<file path="config.mk">
export PLATFORM = sky130hd
export DESIGN_NAME = dir_input_queue
export DESIGN_NICKNAME = d
export VERILOG_FILES = /design/src/rtl/dir_input_queue.sv
export SDC_FILE = /design/constraint.sdc
export NUM_CORES = 1
export LEC_CHECK = 0
export CAP_MARGIN = 40
export CORE_AREA = 2 2 137 139
export CTS_CLUSTER_DIAMETER = 30
export DETAILED_ROUTE_END_ITERATION = 10
export DIE_AREA = 0 0 139 141
export GPL_TIMING_DRIVEN = 0
export PLACE_DENSITY = 0.47
export SYNTH_ARGS = -nofsm -noshare
export SYNTH_HDL_FRONTEND = slang
export SYNTH_SLANG_ARGS = --single-unit
</file>
<file path="constraint.sdc">
create_clock -name CLK_100MHz -period 4.9 [get_ports CLK_100MHz]
set_input_delay 0.98 -clock CLK_100MHz [delete_from_list [all_inputs] [get_ports CLK_100MHz]]
set_output_delay 0.98 -clock CLK_100MHz [all_outputs]
set_load 0.01 [all_outputs]
</file>
<file path="src/rtl/dir_input_queue.sv">
// Direction input queue: four synchronised, debounced pushbuttons feed a
// small FIFO of headings that is committed to dir one entry per game tick.
module dir_input_queue #(
  parameter int DEB_CYCLES = 1000000,
  parameter int DEPTH      = 4
) (
  input  logic                     CLK_100MHz,
  input  logic                     rst,
  input  logic                     gameOver,
  input  logic                     Up,
  input  logic                     Right,
  input  logic                     Down,
  input  logic                     Left,
  input  logic                     step,
  output logic [1:0]               dir,
  output logic [$clog2(DEPTH):0]   count,
  output logic                     overflow
);

  localparam int PW = $clog2(DEPTH);
  localparam int NW = PW + 1;
  localparam int CW = $clog2(DEB_CYCLES);
  localparam logic [CW-1:0] DEB_MAX = CW'(DEB_CYCLES - 1);
  localparam logic [NW-1:0] FULL    = NW'(DEPTH);

  logic [3:0]    w_raw;
  logic [3:0]    r_sync1;
  logic [3:0]    r_sync2;
  logic [3:0]    r_stable;
  logic [3:0]    r_stable_d;
  logic [CW-1:0] r_cnt [4];
  logic [3:0]    w_press;

  logic [1:0]    r_mem [DEPTH];
  logic [PW-1:0] r_wp;
  logic [PW-1:0] r_rp;
  logic [NW-1:0] r_count;
  logic [1:0]    r_dir;
  logic          r_ovf;

  logic          w_cand_v;
  logic [1:0]    w_cand;
  logic [PW-1:0] w_tail;
  logic [1:0]    w_ref;
  logic          w_rej;
  logic          w_full;
  logic          w_pop;
  logic          w_acc;
  logic          w_push;
  logic          w_drop;

  // Bit index doubles as the heading code of that button.
  assign w_raw = {Left, Down, Right, Up};

  always_ff @(posedge CLK_100MHz or posedge rst) begin
    if (rst) begin
      r_sync1    <= '0;
      r_sync2    <= '0;
      r_stable   <= '0;
      r_stable_d <= '0;
      for (int i = 0; i < 4; i++) r_cnt[i] <= '0;
    end else begin
      r_sync1    <= w_raw;
      r_sync2    <= r_sync1;
      r_stable_d <= r_stable;
      for (int i = 0; i < 4; i++) begin
        if (r_sync2[i] == r_stable[i]) begin
          r_cnt[i] <= '0;
        end else if (r_cnt[i] == DEB_MAX) begin
          r_stable[i] <= r_sync2[i];
          r_cnt[i]    <= '0;
        end else begin
          r_cnt[i] <= r_cnt[i] + 1'b1;
        end
      end
    end
  end

  assign w_press = r_stable & ~r_stable_d;

  always_comb begin
    w_cand_v = |w_press;
    w_cand   = 2'd0;
    if (w_press[0])      w_cand = 2'd0;
    else if (w_press[1]) w_cand = 2'd1;
    else if (w_press[2]) w_cand = 2'd2;
    else if (w_press[3]) w_cand = 2'd3;
  end

  // Compare against the newest pending heading, not the committed one.
  assign w_tail = r_wp - PW'(1);
  assign w_ref  = (r_count != '0) ? r_mem[w_tail] : r_dir;
  assign w_rej  = (w_cand == w_ref) || ((w_cand ^ w_ref) == 2'b10);
  assign w_full = (r_count == FULL);
  assign w_pop  = step && (r_count != '0);
  assign w_acc  = w_cand_v && !w_rej;
  assign w_push = w_acc && (!w_full || w_pop);
  assign w_drop = w_acc && w_full && !w_pop;

  always_ff @(posedge CLK_100MHz or posedge rst) begin
    if (rst) begin
      for (int i = 0; i < DEPTH; i++) r_mem[i] <= '0;
      r_wp    <= '0;
      r_rp    <= '0;
      r_count <= '0;
      r_dir   <= '0;
      r_ovf   <= 1'b0;
    end else if (gameOver) begin
      r_wp    <= '0;
      r_rp    <= '0;
      r_count <= '0;
      r_dir   <= '0;
      r_ovf   <= 1'b0;
    end else begin
      if (w_push) begin
        r_mem[r_wp] <= w_cand;
        r_wp        <= r_wp + PW'(1);
      end
      if (w_pop) begin
        r_dir <= r_mem[r_rp];
        r_rp  <= r_rp + PW'(1);
      end
      if (w_push && !w_pop)      r_count <= r_count + NW'(1);
      else if (w_pop && !w_push) r_count <= r_count - NW'(1);
      if (w_drop) r_ovf <= 1'b1;
    end
  end

  assign dir      = r_dir;
  assign count    = r_count;
  assign overflow = r_ovf;

endmodule
</file>
* Yosys cells after proc, flatten, opt, wreduce, memory -nomap -nowiden *
Cells that the tools add are included.

cells by class
  $add $sub $neg = 9
  order comparisons = 4
  equality and inequality tests = 11
  mux-type cells = 33
  bitwise gates (word level) = 11
  reduce and logical (&&, ||, !) cells = 25

operators by type and width
  kind                   number
  $mux 20                8
  $add 20x1->20 const B  4
  $eq 20x20->1 const B   4
  $mux 2                 16
  $reduce_and 2->1       5
  $ge 3x3->1 const B     3
  $mux 3                 3
  $not 2->3              3
  $bmux 2 s2             2
  $bwmux 8               1
  $logic_and 1x1->1      8
  $reduce_bool 2->1      3
  $reduce_bool 3->1      2
  $not 1->1              5
  $add 2x1->2 const B    2
  $and 4x4->4            1
  $demux 2 s2            1
  $eq 1x1->1             4
  $logic_not 1->1        4
  $not 4->4              1
  $reduce_or 4->1        1
  $add 3x1->3 const B    1
  $eq 3x3->1 const B     1
  $lt 3x1->1 const B     1
  7 further kinds        9

word-level totals
  register bits after elaboration = 114
  bits of input ports = 8
  output and inout port bits = 6
  logic and storage cells = 113

* Depth between registers and ports, before layout *
  depth after elaboration = 17
  depth in mapped cells = 11
  gate-level depth less buffers = 11

* Least setup slack after synthesis *
No wires, ideal clock.

  path type = reg-to-reg
  from = register r_wp[0]
  to = register r_count[2], in the netlist count[2]
  library setup time = 0.082 ns
  arrival time = 2.309 ns
  required time = 4.818 ns
  path slack = 2.509 ns
  stages on the path, launching flop included = 12
  cell sequence = dfrtp_1 -> inv_1 -> ha_1 -> mux4_2 -> mux2i_4 -> or2_2 -> a21oi_2 -> fa_1 -> nand2_1 -> nor3_1 -> mux2i_1 -> a31oi_1

between the ends
  cells in the longest elaborated chain, start to end = 15
  elaborated cells between the ends (all ways) = 19
  those cells by class = add/sub: 1; eq/ne: 2; mux: 6; bitwise: 2; reduce/logical: 8

ends and longest elaborated chain
  item                                                         RTL line  RTL
  start, declared                                              35        logic [PW-1:0] r_wp;
  start signal, assigned                                       117       r_wp <= r_wp + PW'(1);
  $sub 2x1->2 (*)                                              91        assign w_tail = r_wp - PW'(1);
  $not 2->3 (not written as such) (*)                          92        assign w_ref = (r_count != '0) ? r_mem[w_tail] : r_dir;
  $bmux 2 s2 (*)                                               92
  $mux 2 (not written as such) (*) (2 in series)               92
  $mux 2 (*)                                                   92
  $xor 2x2->2                                                  93        assign w_rej = (w_cand == w_ref) || ((w_cand ^ w_ref) == 2'b10);
  $eq 2x2->1                                                   93
  $logic_or 1x1->1 (*)                                         93
  $logic_not 1->1 (*)                                          96        assign w_acc = w_cand_v && !w_rej;
  $logic_and 1x1->1 (*)                                        96
  $logic_and 1x1->1 (*)                                        97        assign w_push = w_acc && (!w_full || w_pop);
  $logic_and 1x1->1 / $logic_not 1->1 (equally long branches)  123, 124
  $mux 3 / $logic_and 1x1->1 (equally long branches)           123, 124
  $mux 3 / $reduce_bool 3->1 (equally long branches)           --
  end signal, assigned                                         123       if (w_push && !w_pop) r_count <= r_count + NW'(1);
  end signal, assigned                                         124       else if (w_pop && !w_push) r_count <= r_count - NW'(1);
  end, declared                                                37        logic [NW-1:0] r_count;

Every way passes the cells marked *; elsewhere a longest branch is shown, timed or not. The select of a mux whose other input is x is not followed.
A chain may end at the register's enable or synchronous reset.

* Worst setup path in the final report *
Ends and elaborated chain as after synthesis.

==> summary.md <==
| Metric | Value |
|---|---|
| Core ar. | `between 0.015 and 0.02 sq mm` |
| Clock tree buffer depth | `2` |
| DRC viols | `0` |
| TritonRoute pass-1 iters | `4` |
| Setup CP Type | `reg -> reg` |
| Max_cap viols | `0` |
| Static Leak | `2.75 nW` |
| Worst endpoint required time | `5.23 ns` |
| DR vias | `roughly 3,600` |
| Achievable frequency | `about 380 MHz` |
| Final Max Tran Viols | `0` |
| Final min period | `around 2.6 ns` |
| Global-route wire length before repair | `17.3 mm` |
| CTS Buf Count | `17` |
| Yosys warns | `0` |
| DR iter-0 viols | `~160` |
| Share of layout cells above drive strength 1 | `under 10%` |
| Total global-route track usage | `between 10% and 20%` |
| Die Y | `~140 um` |
| Routed len/inst | `around 12 um` |
| Buf+Inv Stages, Crit Path | `1` |
| Fillers | `1,829` |
| GRT overflow | `0` |
| Worst skew pair latency | `about 0.41 ns` |
| Routed wire length | `roughly 9.7 mm` |
| Clock skew | `between 0.008 and 0.009 ns` |
| Cts repair resizes | `0` |
| Ys async rst share | `100%` |
| Antenna diodes | `0` |
| I/O pin cnt | `14` |
| Fin nets | `562` |
| WP data arrival | `approximately 3.0 ns` |
| Pin count of the biggest net entering global routing | `85` |
| Critical Path Start Type | `flop` |
| Status | `finished clean` |
| Clock sinks | `about 110` |
| DIE AREA | `approximately 0.020 sq mm` |
| Vias in the first global route | `3,751` |
| Worst Hold Class | `reg -> reg` |
| Synthesized cell area | `approximately 0.0054 sq mm` |
| Worst Path Max Fanout | `5` |
| Worst stage delay on the critical path | `0.43 ns` |
| Worst VDD drop | `between 0.2 and 0.25 mV` |
| Cell variety after synth | `between 40 and 50` |
| WHS | `0.349 ns` |
| DP HPWL | `around 6.5 mm` |
| Gpl congestion | `between 0.7 and 0.8` |
| PD cells | `just under 400 mW/mm^2` |
| Synth Flop Type | `dfrtp_1` |
| Syn_nets | `~530` |
| Worst-Margin Slew | `around 0.48 ns` |
| Root buffer cell | `clkbuf_16` |
| Setup repair bufs after CTS | `0` |
| Max_slew headroom | `around two thirds` |
| Hold_buf cts | `0` |
| R2R Setup Slk | `roughly 2.3 ns` |
| Slowest stage cell, crit path | `dfrtp_1` |
| Antenna violations before repair | `0` |
| Input/output buffers | `13` |
| CTS tree | `done` |
| Avg Cell Area, Syn | `around 10 sq um` |
| Reg clk slew, reported paths | `about 0.050 ns` |
| Final ANT Viol Nets | `0` |
| Htree depth | `4` |
| EDFF count, synth | `0` |
| Via/cell ratio | `approximately 4.5` |
| CP Capture Type | `flop` |
| Post-Synthesis Cells | `around 500` |
| RSZ-0062 raised after global routing | `no` |
| Final-report hold violation count | `0` |
| Starting density of the core | `between 20 and 30%` |
| Setup violators final | `0` |
| Power consumption | `2.52 mW` |
| Worst-path cell chain | `inv_1, ha_1, mux4_2, mux2i_4, nand3_1, a21oi_2, fa_1, nand2_1, nor3_1, mux2i_1, a31oi_1` |
| Setup TNS | `0 ns` |
| Final period util | `between 50% and 60%` |
| Post-synthesis sequential area ratio | `between 50 and 60%` |
| Layout area overhead | `20.5%` |
| DIE WIDTH | `139 um` |
| Cell Rows | `50` |
| CP top delay family | `adder cells` |
| Flops & latches, synth | `between 100 and 150` |
-- worst register-to-register path, cell delays in order, from the launching register on --
cell and delay (ns):
dfrtp_1 0.43, inv_1 0.11, ha_1 0.32, mux4_2 0.32, mux2i_4 0.19, nand3_1 0.16, a21oi_2 0.28, fa_1 0.28
nand2_1 0.08, nor3_1 0.13, mux2i_1 0.09, a31oi_1 0.15
-- where the power goes --
group,switching [mW],internal [mW],leakage [nW]
Clock,0.418,0.925,0.310
Sequential,0.0306,0.966,1.56
Combinational,0.0964,0.0798,0.877
Total,0.545,1.97,2.75
-- synth_stat cells (2+ instances only) --
cell type,n,area share [%]
and4_1,5,0.82
nor4_1,5,0.58
mux2i_1,4,0.75
a21oi_1,4,0.37
xor2_1,39,6.4
and3_1,9,1.0
nor4bb_1,3,0.56
or3_1,3,0.35
nor2_1,107,7.5
o21a_1,2,0.28
nor4b_1,3,0.49
nor3b_2,4,0.93
nor3_1,14,1.3
nor2b_1,3,0.35
ha_1,8,1.9
mux2_1,8,1.7
nand3_1,36,3.4
inv_1,16,1.1
nand2_1,25,1.7
mux4_2,3,1.3
nand2b_1,4,0.47
nand4_1,13,1.5
nand3b_1,2,0.28
dfrtp_1,114,53
o21ai_0,6,0.56
clkbuf_1,8,0.56
or2_2,6,0.70
and2_1,2,0.23
xnor2_1,37,6.0
mux2_2,4,0.84
-- registers in the layout, indices dropped and copies added, names as in the netlist --
register and count:
r_cnt 80, r_sync1 4, count 3, r_stable_d 4
r_sync2 4, overflow 1, r_mem 8, r_wp 2
dir 2, r_stable 4, r_rp 2
-- stage by stage --
step                instance area [sq um]  util (%)  setup slack, ns  cells
floorplan                            5370         -            0.904    512
global placement                     5790      31.7           -0.904    759
detailed placement                   5820      31.9             1.87    760
CTS                                  6470      35.4             2.25    792
global route                         6470      35.4             2.06    792
finish                               6470      35.4             2.26    792
-- placed cells by master, fill, tap and decap left out, drive strengths merged, types with 3 or more instances in the layout --
master / count
xor2: 39
mux2i: 5
nor2: 107
dfrtp: 114
mux4: 3
xnor2: 37
nand2: 25
inv: 16
nor4b: 3
nor4bb: 3
or2: 6
nor3: 15
and3: 10
clkdlybuf4s50: 13
nor3b: 5
nor2b: 3
ha: 8
clkinv: 3
or3: 3
nand3: 36
nor4: 5
and4: 5
a21oi: 5
clkbuf: 30
nand4: 13
bufinv: 5
mux2: 12
buf: 3
o21ai: 7
nand2b: 4
-- metal layers --
metal  vias to the layer above  wire length [um]  GRT usage, %
met5                         -                 0             0
met2                        30              4580          17.7
li1                       1797                 -             -
met3                         9               293          3.29
met1                      1752              4680          13.5
met4                         0               163          5.21
-- logic make-up (layout without fill, tap and decap cells) --
family	count (synthesis)	in the layout	share of synthesized area [%]
simple gates	249	249	23.2
flops	114	114	53.1
xor+xnor	76	76	12.4
buf+inv	26	72	1.84
mux	20	20	4.94
compound gates	18	18	2.26
fa+ha+maj	9	9	2.24
-- cell type report --
type                    instances  area, sq um  share of cell area, %
flip-flops and latches        114         2850                   44.1
multi-input cells             372         2420                   37.4
clock buffers                  22          464                   7.18
well taps                     234          293                   4.53
clock inverters                10          180                   2.79
repair buffers                 14          158                   2.44
inverters                      16         65.1                   1.01
plain buffers                  10         38.8                  0.600
-- worst paths after layout --
check	from	depth (start not counted)	end
worst min-delay path	r_sync1[0]	0	r_sync2[0]
worst min register to register	r_sync1[0]	0	r_sync2[0]
min in group asynchronous	rst	2	r_sync1[0]
worst max register to register	r_wp[0]	11	count[2]
worst max-delay path	r_wp[0]	11	count[2]
max in group asynchronous	rst	3	r_cnt[46]
No activity file was read; power rests on OpenSTA's default activity.
